### config.mk
export PLATFORM = sky130hd
export DESIGN_NAME = sha3_absorb_sequencer_flat
export DESIGN_NICKNAME = d
export VERILOG_FILES = /design/src/rtl/sha3_absorb_sequencer_if.sv /design/src/rtl/sha3_absorb_sequencer.sv /design/src/flat_wrapper.sv
export SDC_FILE = /design/constraint.sdc
export NUM_CORES = 1
export LEC_CHECK = 0
export BUFFER_PORTS_ARGS = -buffer_cell sky130_fd_sc_hd__buf_4
export CAP_MARGIN = 40
export CELL_PAD_IN_SITES_DETAIL_PLACEMENT = 2
export CELL_PAD_IN_SITES_GLOBAL_PLACEMENT = 2
export CORE_AREA = 2 2 472 474
export CTS_CLUSTER_SIZE = 20
export DETAILED_ROUTE_END_ITERATION = 8
export DIE_AREA = 0 0 474 476
export PLACE_DENSITY_LB_ADDON = 0.25
export SLEW_MARGIN = 10
export SYNTH_ARGS = -nofsm -noshare
export SYNTH_HDL_FRONTEND = slang
export SYNTH_SLANG_ARGS = --single-unit
export TNS_END_PERCENT = 50
### constraint.sdc
create_clock -name clk -period 7.2 [get_ports clk]
set_input_delay 1.8 -clock clk [delete_from_list [all_inputs] [get_ports clk]]
set_output_delay 1.8 -clock clk [all_outputs]
set_load 0.02 [all_outputs]
### src/rtl/sha3_absorb_sequencer_if.sv
// Bus between the absorb sequencer, the FIFO read port and the Keccak core.
// master = sequencer side, slave = FIFO/core/host environment side.
interface sha3_absorb_sequencer_if #(
    parameter int LEN_W = 32
);
    logic             start;
    logic [LEN_W-1:0] msg_len;
    logic             fifo_empty;
    logic             fifo_read_en;
    logic [63:0]      fifo_read_data;
    logic             keccak_rst;
    logic [63:0]      keccak_input;
    logic             in_ready;
    logic             is_last;
    logic [2:0]       byte_num;
    logic             buffer_full;
    logic             out_ready;
    logic [511:0]     hash_in;
    logic [511:0]     keccak_hash_reg;
    logic             busy;
    logic             done;

    modport master (
        input  start, msg_len, fifo_empty, fifo_read_data, buffer_full, out_ready, hash_in,
        output fifo_read_en, keccak_rst, keccak_input, in_ready, is_last, byte_num,
               keccak_hash_reg, busy, done
    );

    modport slave (
        output start, msg_len, fifo_empty, fifo_read_data, buffer_full, out_ready, hash_in,
        input  fifo_read_en, keccak_rst, keccak_input, in_ready, is_last, byte_num,
               keccak_hash_reg, busy, done
    );
endinterface

### src/rtl/sha3_absorb_sequencer.sv
// Sequences one message from the 64-bit FIFO read port into the Keccak core,
// appending a zero pad word when the length is a multiple of 8 bytes.
module sha3_absorb_sequencer #(
    parameter int LEN_W = 32
) (
    input logic                    clk,
    input logic                    reset,
    sha3_absorb_sequencer_if.master bus
);
    typedef enum logic [2:0] {
        IDLE, CLR, FETCH, DATA, PAD, SEND, WAIT_HASH, DONE
    } state_t;

    state_t           state_reg;
    logic [LEN_W-1:0] words_left_reg;
    logic [2:0]       rem_reg;
    logic             keccak_rst_reg;
    logic [63:0]      keccak_input_reg;
    logic             is_last_reg;
    logic [2:0]       byte_num_reg;
    logic [511:0]     hash_capture_reg;
    logic             busy_reg;
    logic             done_reg;

    logic [LEN_W-1:0] fetch_words_next;
    logic             read_fire;
    logic             send_fire;

    // Whole words plus one extra fetch for a partial tail.
    assign fetch_words_next = (bus.msg_len >> 3) + {{(LEN_W-1){1'b0}}, |bus.msg_len[2:0]};

    // Read strobe and word-valid depend on same-cycle FIFO/core status.
    assign read_fire = (state_reg == FETCH) && !bus.fifo_empty;
    assign send_fire = (state_reg == SEND) && !bus.buffer_full;

    always_ff @(posedge clk) begin
        if (reset) begin
            state_reg        <= IDLE;
            words_left_reg   <= '0;
            rem_reg          <= '0;
            keccak_rst_reg   <= 1'b0;
            keccak_input_reg <= '0;
            is_last_reg      <= 1'b0;
            byte_num_reg     <= '0;
            hash_capture_reg <= '0;
            busy_reg         <= 1'b0;
            done_reg         <= 1'b0;
        end else begin
            case (state_reg)
                IDLE: begin
                    if (bus.start) begin
                        words_left_reg <= fetch_words_next;
                        rem_reg        <= bus.msg_len[2:0];
                        keccak_rst_reg <= 1'b1;
                        busy_reg       <= 1'b1;
                        state_reg      <= CLR;
                    end
                end
                CLR: begin
                    keccak_rst_reg <= 1'b0;
                    state_reg      <= (words_left_reg != '0) ? FETCH : PAD;
                end
                FETCH: begin
                    if (read_fire) begin
                        words_left_reg <= words_left_reg - 1'b1;
                        state_reg      <= DATA;
                    end
                end
                DATA: begin
                    keccak_input_reg <= bus.fifo_read_data;
                    // A partial tail word closes the message; no pad follows.
                    if (words_left_reg == '0 && rem_reg != 3'd0) begin
                        is_last_reg  <= 1'b1;
                        byte_num_reg <= rem_reg;
                    end
                    state_reg <= SEND;
                end
                PAD: begin
                    keccak_input_reg <= '0;
                    is_last_reg      <= 1'b1;
                    byte_num_reg     <= 3'd0;
                    state_reg        <= SEND;
                end
                SEND: begin
                    if (send_fire) begin
                        is_last_reg  <= 1'b0;
                        byte_num_reg <= 3'd0;
                        if (is_last_reg)
                            state_reg <= WAIT_HASH;
                        else if (words_left_reg != '0)
                            state_reg <= FETCH;
                        else
                            state_reg <= PAD;
                    end
                end
                WAIT_HASH: begin
                    if (bus.out_ready) begin
                        hash_capture_reg <= bus.hash_in;
                        done_reg         <= 1'b1;
                        state_reg        <= DONE;
                    end
                end
                DONE: begin
                    done_reg  <= 1'b0;
                    busy_reg  <= 1'b0;
                    state_reg <= IDLE;
                end
                default: state_reg <= IDLE;
            endcase
        end
    end

    assign bus.fifo_read_en    = read_fire;
    assign bus.in_ready        = send_fire;
    assign bus.keccak_rst      = keccak_rst_reg;
    assign bus.keccak_input    = keccak_input_reg;
    assign bus.is_last         = is_last_reg;
    assign bus.byte_num        = byte_num_reg;
    assign bus.keccak_hash_reg = hash_capture_reg;
    assign bus.busy            = busy_reg;
    assign bus.done            = done_reg;
endmodule

### src/flat_wrapper.sv
// flat-port wrapper written by rule: the top's interface ports become plain ports
module sha3_absorb_sequencer_flat 
#(
    parameter int LEN_W = 32
)
  (clk, reset, bus_start, bus_msg_len, bus_fifo_empty, bus_fifo_read_data, bus_buffer_full, bus_out_ready, bus_hash_in, bus_fifo_read_en, bus_keccak_rst, bus_keccak_input, bus_in_ready, bus_is_last, bus_byte_num, bus_keccak_hash_reg, bus_busy, bus_done);
  sha3_absorb_sequencer_if #(.LEN_W(LEN_W)) bus_i ();
  input logic clk;
  input logic reset;
  input wire logic [$bits(bus_i.start)-1:0] bus_start;
  input wire logic [$bits(bus_i.msg_len)-1:0] bus_msg_len;
  input wire logic [$bits(bus_i.fifo_empty)-1:0] bus_fifo_empty;
  input wire logic [$bits(bus_i.fifo_read_data)-1:0] bus_fifo_read_data;
  input wire logic [$bits(bus_i.buffer_full)-1:0] bus_buffer_full;
  input wire logic [$bits(bus_i.out_ready)-1:0] bus_out_ready;
  input wire logic [$bits(bus_i.hash_in)-1:0] bus_hash_in;
  output wire logic [$bits(bus_i.fifo_read_en)-1:0] bus_fifo_read_en;
  output wire logic [$bits(bus_i.keccak_rst)-1:0] bus_keccak_rst;
  output wire logic [$bits(bus_i.keccak_input)-1:0] bus_keccak_input;
  output wire logic [$bits(bus_i.in_ready)-1:0] bus_in_ready;
  output wire logic [$bits(bus_i.is_last)-1:0] bus_is_last;
  output wire logic [$bits(bus_i.byte_num)-1:0] bus_byte_num;
  output wire logic [$bits(bus_i.keccak_hash_reg)-1:0] bus_keccak_hash_reg;
  output wire logic [$bits(bus_i.busy)-1:0] bus_busy;
  output wire logic [$bits(bus_i.done)-1:0] bus_done;
  assign bus_i.start = bus_start;
  assign bus_i.msg_len = bus_msg_len;
  assign bus_i.fifo_empty = bus_fifo_empty;
  assign bus_i.fifo_read_data = bus_fifo_read_data;
  assign bus_i.buffer_full = bus_buffer_full;
  assign bus_i.out_ready = bus_out_ready;
  assign bus_i.hash_in = bus_hash_in;
  assign bus_fifo_read_en = bus_i.fifo_read_en;
  assign bus_keccak_rst = bus_i.keccak_rst;
  assign bus_keccak_input = bus_i.keccak_input;
  assign bus_in_ready = bus_i.in_ready;
  assign bus_is_last = bus_i.is_last;
  assign bus_byte_num = bus_i.byte_num;
  assign bus_keccak_hash_reg = bus_i.keccak_hash_reg;
  assign bus_busy = bus_i.busy;
  assign bus_done = bus_i.done;
  sha3_absorb_sequencer #(.LEN_W(LEN_W)) u_core (.clk(clk), .reset(reset), .bus(bus_i));
endmodule
Word level (Yosys, flattened, before mapping)
Cells that the tools add are included.
{"block": "totals", "mem_bits_ro": 0, "inputBits": 614, "memories": 0, "mem_bits_rw": 0, "out_inout_bits": 585, "ff_bits": 621, "latchBits": 0, "word_cells": 71}
{"block": "op_classes", "shift": 0, "n_mul": 0, "mux": 22, "addsub": 2, "n_lt_le_gt_ge": 0, "bitwise_logic": 0, "div": 0, "n_eq_ne": 12, "n_reduce_logical": 25}
{"cell": "$pmux 64 s2", "n": 1}
{"cell": "$mux 32", "n": 2}
{"cell": "$pmux 32 s2", "n": 1}
{"cell": "$logic_not 32->1", "n": 1}
{"cell": "$reduce_bool 32->1", "n": 1}
{"cell": "$sub 32x1->32 const B", "n": 1}
{"cell": "$add 29x1->30", "n": 1}
{"cell": "$mux 3", "n": 8}
{"cell": "$pmux 3 s7", "n": 1}
{"cell": "$eq 3x3->1 const B", "n": 4}
{"cell": "$reduce_and 2->1", "n": 5}
{"cell": "$reduce_bool 2->1", "n": 5}
{"cell": "$pmux 3 s3", "n": 1}
{"cell": "$ne 2x2->1 const B", "n": 4}
{"cell": "$eq 3x2->1 const B", "n": 2}
{"cell": "$pmux 1 s2", "n": 3}
{"cell": "$reduce_and 3->1", "n": 2}
{"cell": "$reduce_bool 3->1", "n": 2}
{"cell": "$mux 1", "n": 4}
{"cell": "$reduce_and 4->1", "n": 1}
{"cell": "$eq 3x1->1 const B", "n": 1}
{"cell": "$logic_and 1x1->1", "n": 3}
{"cell": "$logic_not 3->1", "n": 1}
{"cell": "$pmux 1 s3", "n": 1}
{"cell": "4 further kinds", "n": 5}

Longest topological paths before layout
Gate-level depths: netlist of the first run.
{"block": "logic_depth", "word_depth": 5, "mapped_depth": 9, "mapped_depth_nobuf": 8}

Worst setup path before layout of the first run
No wires, ideal clock.
{"block": "synth_timing", "kind": "input -> output", "from": "in bus_buffer_full", "to": "out bus_in_ready", "stages": 1, "arrival_time_ps": 2502, "t_required_ps": 5400, "setup_slack_ps": 2898, "path_cell_list": "nor4bb_1"}
{"block": "synth_between", "elab_chain_cells": 2}
{"item": "start, declared", "line": "flat_wrapper.sv:14", "rtl": "input wire logic [$bits(bus_i.buffer_full)-1:0] bus_buffer_full;"}
{"item": "$logic_not 1->1", "line": "sha3_absorb_sequencer.sv:34", "rtl": "assign send_fire = (state_reg == SEND) && !bus.buffer_full;"}
{"item": "$logic_and 1x1->1", "line": "sha3_absorb_sequencer.sv:34"}
{"item": "end, declared", "line": "flat_wrapper.sv:20", "rtl": "output wire logic [$bits(bus_i.in_ready)-1:0] bus_in_ready;"}
Every way passes these cells.

Final worst setup path of the first run
{"block": "layout_timing", "from": "reg u_core.state_reg[1]", "to": "out bus_fifo_read_en"}
{"block": "layout_between", "elab_chain_cells": 2}
{"item": "start, declared", "line": "sha3_absorb_sequencer.sv:14", "rtl": "state_t state_reg;"}
{"item": "start signal, assigned", "line": "sha3_absorb_sequencer.sv:61", "rtl": "state_reg <= (words_left_reg != '0) ? FETCH : PAD;"}
{"item": "$eq 3x2->1", "line": "sha3_absorb_sequencer.sv:33", "rtl": "assign read_fire = (state_reg == FETCH) && !bus.fifo_empty;"}
{"item": "$logic_and 1x1->1", "line": "sha3_absorb_sequencer.sv:33"}
{"item": "end, declared", "line": "flat_wrapper.sv:17", "rtl": "output wire logic [$bits(bus_i.fifo_read_en)-1:0] bus_fifo_read_en;"}
Every way passes these cells.

==> results of run 1 <==
-- path summary, 6_finish.rpt --
kind	start	cells after the start	endpoint	slack, ps
max	u_core.state_reg[1]$_SDFFE_PP0P_	4	bus_fifo_read_en	2450
min	u_core.bus.keccak_hash_reg[27]$_SDFFE_PP0P_	2	u_core.bus.keccak_hash_reg[27]$_SDFFE_PP0P_	450
max reg2reg	u_core.state_reg[2]$_SDFFE_PP0P_	6	u_core.bus.keccak_hash_reg[137]$_SDFFE_PP0P_	3950
min reg2reg	u_core.bus.keccak_hash_reg[27]$_SDFFE_PP0P_	2	u_core.bus.keccak_hash_reg[27]$_SDFFE_PP0P_	450
-- placed cells by master, fill, tap and decap left out, types with 9 or more instances in the layout --
cell	n
buf_4	1222
nand2_1	1064
dfxtp_1	621
a21oi_1	546
nor2_1	96
clkbuf_16	92
a22oi_1	65
clkbuf_1	34
nor3_1	27
diode_2	21
o21ai_0	19
nand3_1	17
xor2_1	15
clkbuf_8	14
nor4_1	13
nand4_1	13
inv_1	12
clkinv_2	12
a211oi_1	10
buf_12	10
or4_1	9
-- synthesized netlist by cell type (3+ instances only) --
library cell,number,share of area
nor3b_1,4,0.0013
or4_1,9,0.0030
nand4b_1,3,0.0012
o32ai_1,5,0.0019
nor3_1,27,0.0060
ha_1,4,0.0022
or3_1,8,0.0022
o211ai_1,4,0.0013
nand2b_1,7,0.0019
a21oi_1,546,0.12
xnor2_1,7,0.0027
dfxtp_1,621,0.55
nand3_1,17,0.0038
a31oi_1,8,0.0022
and3_1,3,0.00083
clkbuf_1,216,0.036
nor2_1,99,0.016
o21ai_0,19,0.0042
and4_1,3,0.0012
o22ai_1,4,0.0011
nand4_1,13,0.0036
o21bai_1,4,0.0013
a211oi_1,11,0.0037
a22oi_1,65,0.022
nor2b_1,4,0.0011
nand2_1,1064,0.18
o311ai_0,4,0.0016
a31o_2,3,0.0012
mux2i_1,3,0.0013
inv_1,12,0.0020
xor2_1,15,0.0058
nor4_1,13,0.0036
-- routing by layer --
metal | vias to the layer above | GRT usage | share of wire
met5 | - | 0 | 0.0018
met4 | 46 | 0.04120 | 0.028
met3 | 234 | 0.06641 | 0.11
met2 | 886 | 0.2318 | 0.50
met1 | 12120 | 0.1371 | 0.37
li1 | 11780 | - | -
-- metrics by stage --
stage | instances | utilization
floorplan | 2865 | -
global placement | 6854 | 0.1579
detailed placement | 6857 | 0.1583
CTS | 7022 | 0.1715
global route | 7031 | 0.1716
finish | 7043 | 0.1717
-- worst max-delay path, stage by stage, from the launching register on --
cell and delay [ps]:
dfxtp_1 700, or3b_2 490, buf_4 290, nor2_1 490, buf_4 250
-- logic make-up after synthesis --
kind of cell               Yosys count  synth area share
and+or+nand+nor                   1283            0.2267
AOI/OAI and AO/OA                  699            0.1713
DFF                                621            0.5505
buffers and inverters              231           0.03845
xor gates and xnor gates            22          0.008532
muxes                                5          0.002327
adders and majority gates            4          0.002216
-- power by group through the flow --
stage                     clock network [mW]  logic, mW  registers [mW]
after floorplan                            0      0.393            3.66
after global placement                     0      0.987            3.65
after detailed placement                   0       1.00            3.65
after CTS                               4.75       1.01            3.58
after global routing                    4.88       1.07            3.59
final                                   4.50      0.981            3.58
-- area by class of cell --
class	instances	area share
flip-flops and latches	621	0.3276
repair buffers	1236	0.2493
multi-input cells	2013	0.2455
well taps	2975	0.09810
clock buffers	140	0.06911
clock inverters	25	0.007782
diodes	21	0.001385
inverters	12	0.001187
==> impl_metrics.env, run 1 <==
export IMPL_rows=173
export IMPL_die_x_um=474
export IMPL_dp_hpwl_um=121100
export IMPL_grt_pass1_wl_um=212600
export IMPL_finalHoldViolCount=0
export IMPL_clock_skew_final_ps=20.77
export IMPL_required_ps=5400
export IMPL_hold_path_class="reg2reg"
export IMPL_netlist_area_um2=22580
export IMPL_core_area_um2=221000
export IMPL_synthCells=2865
export IMPL_worst_skew_pair_late_latency_ps=710
export IMPL_portBuffers=1198
export IMPL_cts_sink_count=621
export IMPL_antenna_found_initial=65
export IMPL_cts_setup_buffers=0
export IMPL_nets=4594
export IMPL_multiInputGateArea_um2=9316
export IMPL_yosysWarningCount=0
export IMPL_status="finished, final reports clean"
export IMPL_start_util=0.1022
export IMPL_maxSlewViolCount=0
export IMPL_drt_wl_total_um=156900
export IMPL_routed_via_count=25070
export IMPL_grtUsageTotal=0.1323
export IMPL_min_period_over_period=0.6597
export IMPL_synth_cell_type_count=61
export IMPL_synth_seq_cells=621
export IMPL_synth_edf_count=0
export IMPL_rsz0062_at_grt="no"
export IMPL_stdcell_area_um2=37950
export IMPL_post_cts_resized=0
export IMPL_drc=0
export IMPL_tightest_slew_ps=1298
export IMPL_critPathMaxFanout=39
export IMPL_htreeDepth=3
export IMPL_tritoncts="done"
export IMPL_clk_pin_slew_worst_paths_ps=60
export IMPL_fmax_mhz=210.5
export IMPL_arrival_ps=2950
export IMPL_p_sw_mw=2.515
export IMPL_gr_total_overflow=0
export IMPL_cts_hold_buf=0
export IMPL_fill_cells=25850
export IMPL_async_reset_ff_frac=0
export IMPL_peakVddDrop_uv=159.9
export IMPL_die_h_um=476
export IMPL_switching_share=0.2776
export IMPL_post_route_min_period_ps=4750
export IMPL_post_dp_cell_area_um2=34970
export IMPL_viasPerCell=3.559
export IMPL_synthFlopType="dfxtp_1"
export IMPL_drt_iter0_markers=757
export IMPL_cts_buffer_depth=3
export IMPL_p_int_mw=6.545
export IMPL_grt_max_degree=166
export IMPL_synth_nets=3483
export IMPL_power_frac_comb=0.108
export IMPL_relSlewSlack=0.1345
export IMPL_numCtsBuffers=92
export IMPL_max_cap_violations=0
export IMPL_power_frac_seq=0.395
export IMPL_leakage_nw=14.63
export IMPL_setup_viol=0
export IMPL_drt_pass1_iter_count=4
export IMPL_criticalPathCategory="reg2out"
export IMPL_start_kind="flop"
export IMPL_drive_above_1_share=0.3415
export IMPL_register_area_um2=12430
export IMPL_pwr_share_clk=0.497
export IMPL_root_buffer="clkbuf_16"
export IMPL_holdWs_ps=454.4
export IMPL_grt_pass1_vias=26780
export IMPL_avgSynthCellArea_um2=7.883
export IMPL_power_density_nw_per_um2=238.8
export IMPL_tns_ps=0
export IMPL_area_growth_pct=68.02
export IMPL_ant_nets=0
export IMPL_gp_congestion=0.7868
export IMPL_ios=1199
export IMPL_place_ws_ps=2709
export IMPL_seq_area_frac_synth=0.5505
export IMPL_die_area_um2=225600
export IMPL_post_drt_wl_per_cell_um=22.28
export IMPL_power_mw=9.060
export IMPL_layout_setup_ws_ps=2450
export IMPL_cp_end_kind="output pin"
export IMPL_largest_reg_flops=512
Power figures use the tool's default switching activity.
==> run 2, diff against run 1 <==
Settings changed: CORE_AREA 2 2 472 474 to 2 2 471 473, DIE_AREA 0 0 474 476 to 0 0 473 475.
Clock period 7.2 ns to 4.1 ns, I/O delays scaled along.
==> run 2 against run 1 <==
Compared with the run above:
- die area decreased by 0.42%
- global-route usage increased by 0.43 points
- clock power increased by 77%
- clock-buffer cell count increased by 3
- hold slack about the same
- largest cell class unchanged
==> impl_metrics.env, run 2 (synthesis results as in run 1) <==
export IMPL_status="finished, final reports clean"
export IMPL_portBuffers=1198
export IMPL_drc=0
export IMPL_finalHoldViolCount=0
export IMPL_die_area_um2=224700
export IMPL_htreeDepth=3
export IMPL_clk_pin_slew_worst_paths_ps=60
export IMPL_cts_sink_count=621
export IMPL_grt_pass1_wl_um=217100
export IMPL_post_cts_resized=0
export IMPL_layout_common_cells="buf_4 (1,237), nand2_1 (1,064), dfxtp_1 (621), a21oi_1 (546), nor2_1 (97)"
export IMPL_tightest_slew_ps=758.9
export IMPL_use_met2=0.2458
export IMPL_power_mw=15.99
export IMPL_r2r_slack_ps=1050
export IMPL_root_buffer="clkbuf_16"
export IMPL_tns_ps=0
export IMPL_rows=172
export IMPL_fill_cells=25570
export IMPL_grtUsageMet1=0.1419
export IMPL_register_area_um2=12430
export IMPL_grt_max_degree=135
export IMPL_met3_usage=0.06566
export IMPL_tritoncts="done"
export IMPL_drt_wl_total_um=160600
export IMPL_largest_reg_flops=512
export IMPL_hold_path_class="reg2reg"
export IMPL_ant_nets=0
export IMPL_antenna_found_initial=67
export IMPL_drive_above_1_share=0.3455
export IMPL_die_h_um=475
export IMPL_dp_hpwl_um=126300
export IMPL_critPathMaxFanout=17
export IMPL_fmax_mhz=294.0
export IMPL_leakage_nw=14.78
export IMPL_gp_congestion=0.8007
export IMPL_criticalPathCategory="reg2out"
export IMPL_drt_pass1_iter_count=4
export IMPL_cts_hold_buf=0
export IMPL_post_route_min_period_ps=3402
export IMPL_final_common_cell="buf_4"
export IMPL_cts_buffer_depth=3
export IMPL_cts_setup_buffers=0
export IMPL_maxSlewViolCount=0
export IMPL_peakVddDrop_uv=273.6
export IMPL_worst_skew_pair_late_latency_ps=700
export IMPL_area_growth_pct=68.62
export IMPL_min_period_over_period=0.8297
export IMPL_power_density_nw_per_um2=420.0
export IMPL_grt_pass1_vias=26910
export IMPL_numCtsBuffers=91
export IMPL_ios=1199
export IMPL_post_drt_wl_per_cell_um=23.12
export IMPL_cp_end_kind="output pin"
export IMPL_start_util=0.1031
export IMPL_rsz0062_at_grt="no"
export IMPL_die_x_um=473
export IMPL_required_ps=3070
export IMPL_multiInputGateArea_um2=9314
export IMPL_gr_total_overflow=0
export IMPL_grtUsageTotal=0.1366
export IMPL_start_kind="flop"
export IMPL_core_area_um2=219100
export IMPL_max_cap_violations=0
export IMPL_viasPerCell=3.616
export IMPL_arrival_ps=2380
export IMPL_clock_skew_final_ps=25.75
export IMPL_utilization=0.1738
export IMPL_setup_viol=0
export IMPL_drt_iter0_markers=774
export IMPL_nets=4616
export IMPL_relSlewSlack=0.4941
export IMPL_routed_via_count=25120
export IMPL_busiest_layer="met2"
[run 2: power breakdown]
group	internal (mW)	switching [mW]
combinational	0.742	0.990
sequential	6.15	0.133
clock	4.67	3.31
total	11.6	4.43
[run 2: cell type report]
class                   instances  area share
clock inverters                18    0.006243
diodes                         10   0.0006571
flip-flops and latches        621      0.3265
well taps                    2871     0.09433
multi-input cells            2013      0.2446
inverters                      12    0.001183
repair buffers               1259      0.2553
clock buffers                 143     0.07126
[run 2: critical path, cell delays in order, from the launching register on]
cell	delay (ps)
dfxtp_1	690
or3b_2	530
nor2_1	100
buf_4	170
buf_4	170
[run 2: worst paths after layout]
kind | from | to | cells after the start
setup / recovery | u_core.state_reg[1]$_SDFFE_PP0P_ | bus_fifo_read_en | 4
hold / removal | u_core.bus.keccak_hash_reg[134]$_SDFFE_PP0P_ | u_core.bus.keccak_hash_reg[134]$_SDFFE_PP0P_ | 2
setup reg to reg | u_core.words_left_reg[16]$_SDFFE_PP0P_ | u_core.bus.byte_num[2]$_SDFFE_PP0P_ | 5
hold reg to reg | u_core.bus.keccak_hash_reg[134]$_SDFFE_PP0P_ | u_core.bus.keccak_hash_reg[134]$_SDFFE_PP0P_ | 2
[run 2: stage by stage]
step                      cell area [um^2]  hold slack, ps  worst slack [ps]  std cells
final                                38080           454.5             698.2       6947
after floorplan                      22580           447.7              1312       2865
after CTS                            38060           449.9             618.1       6937
after global routing                 38070           473.6             541.0       6941
after detailed placement             35100           450.4             801.9       6776
after global placement               35100           442.5             879.1       6776
[run 2: routing by layer]
metal  up-vias  wire length, um
li1      11800                -
met1     12180            59300
met2       848            81350
met3       239            16220
met4        62             3351
met5         -              361
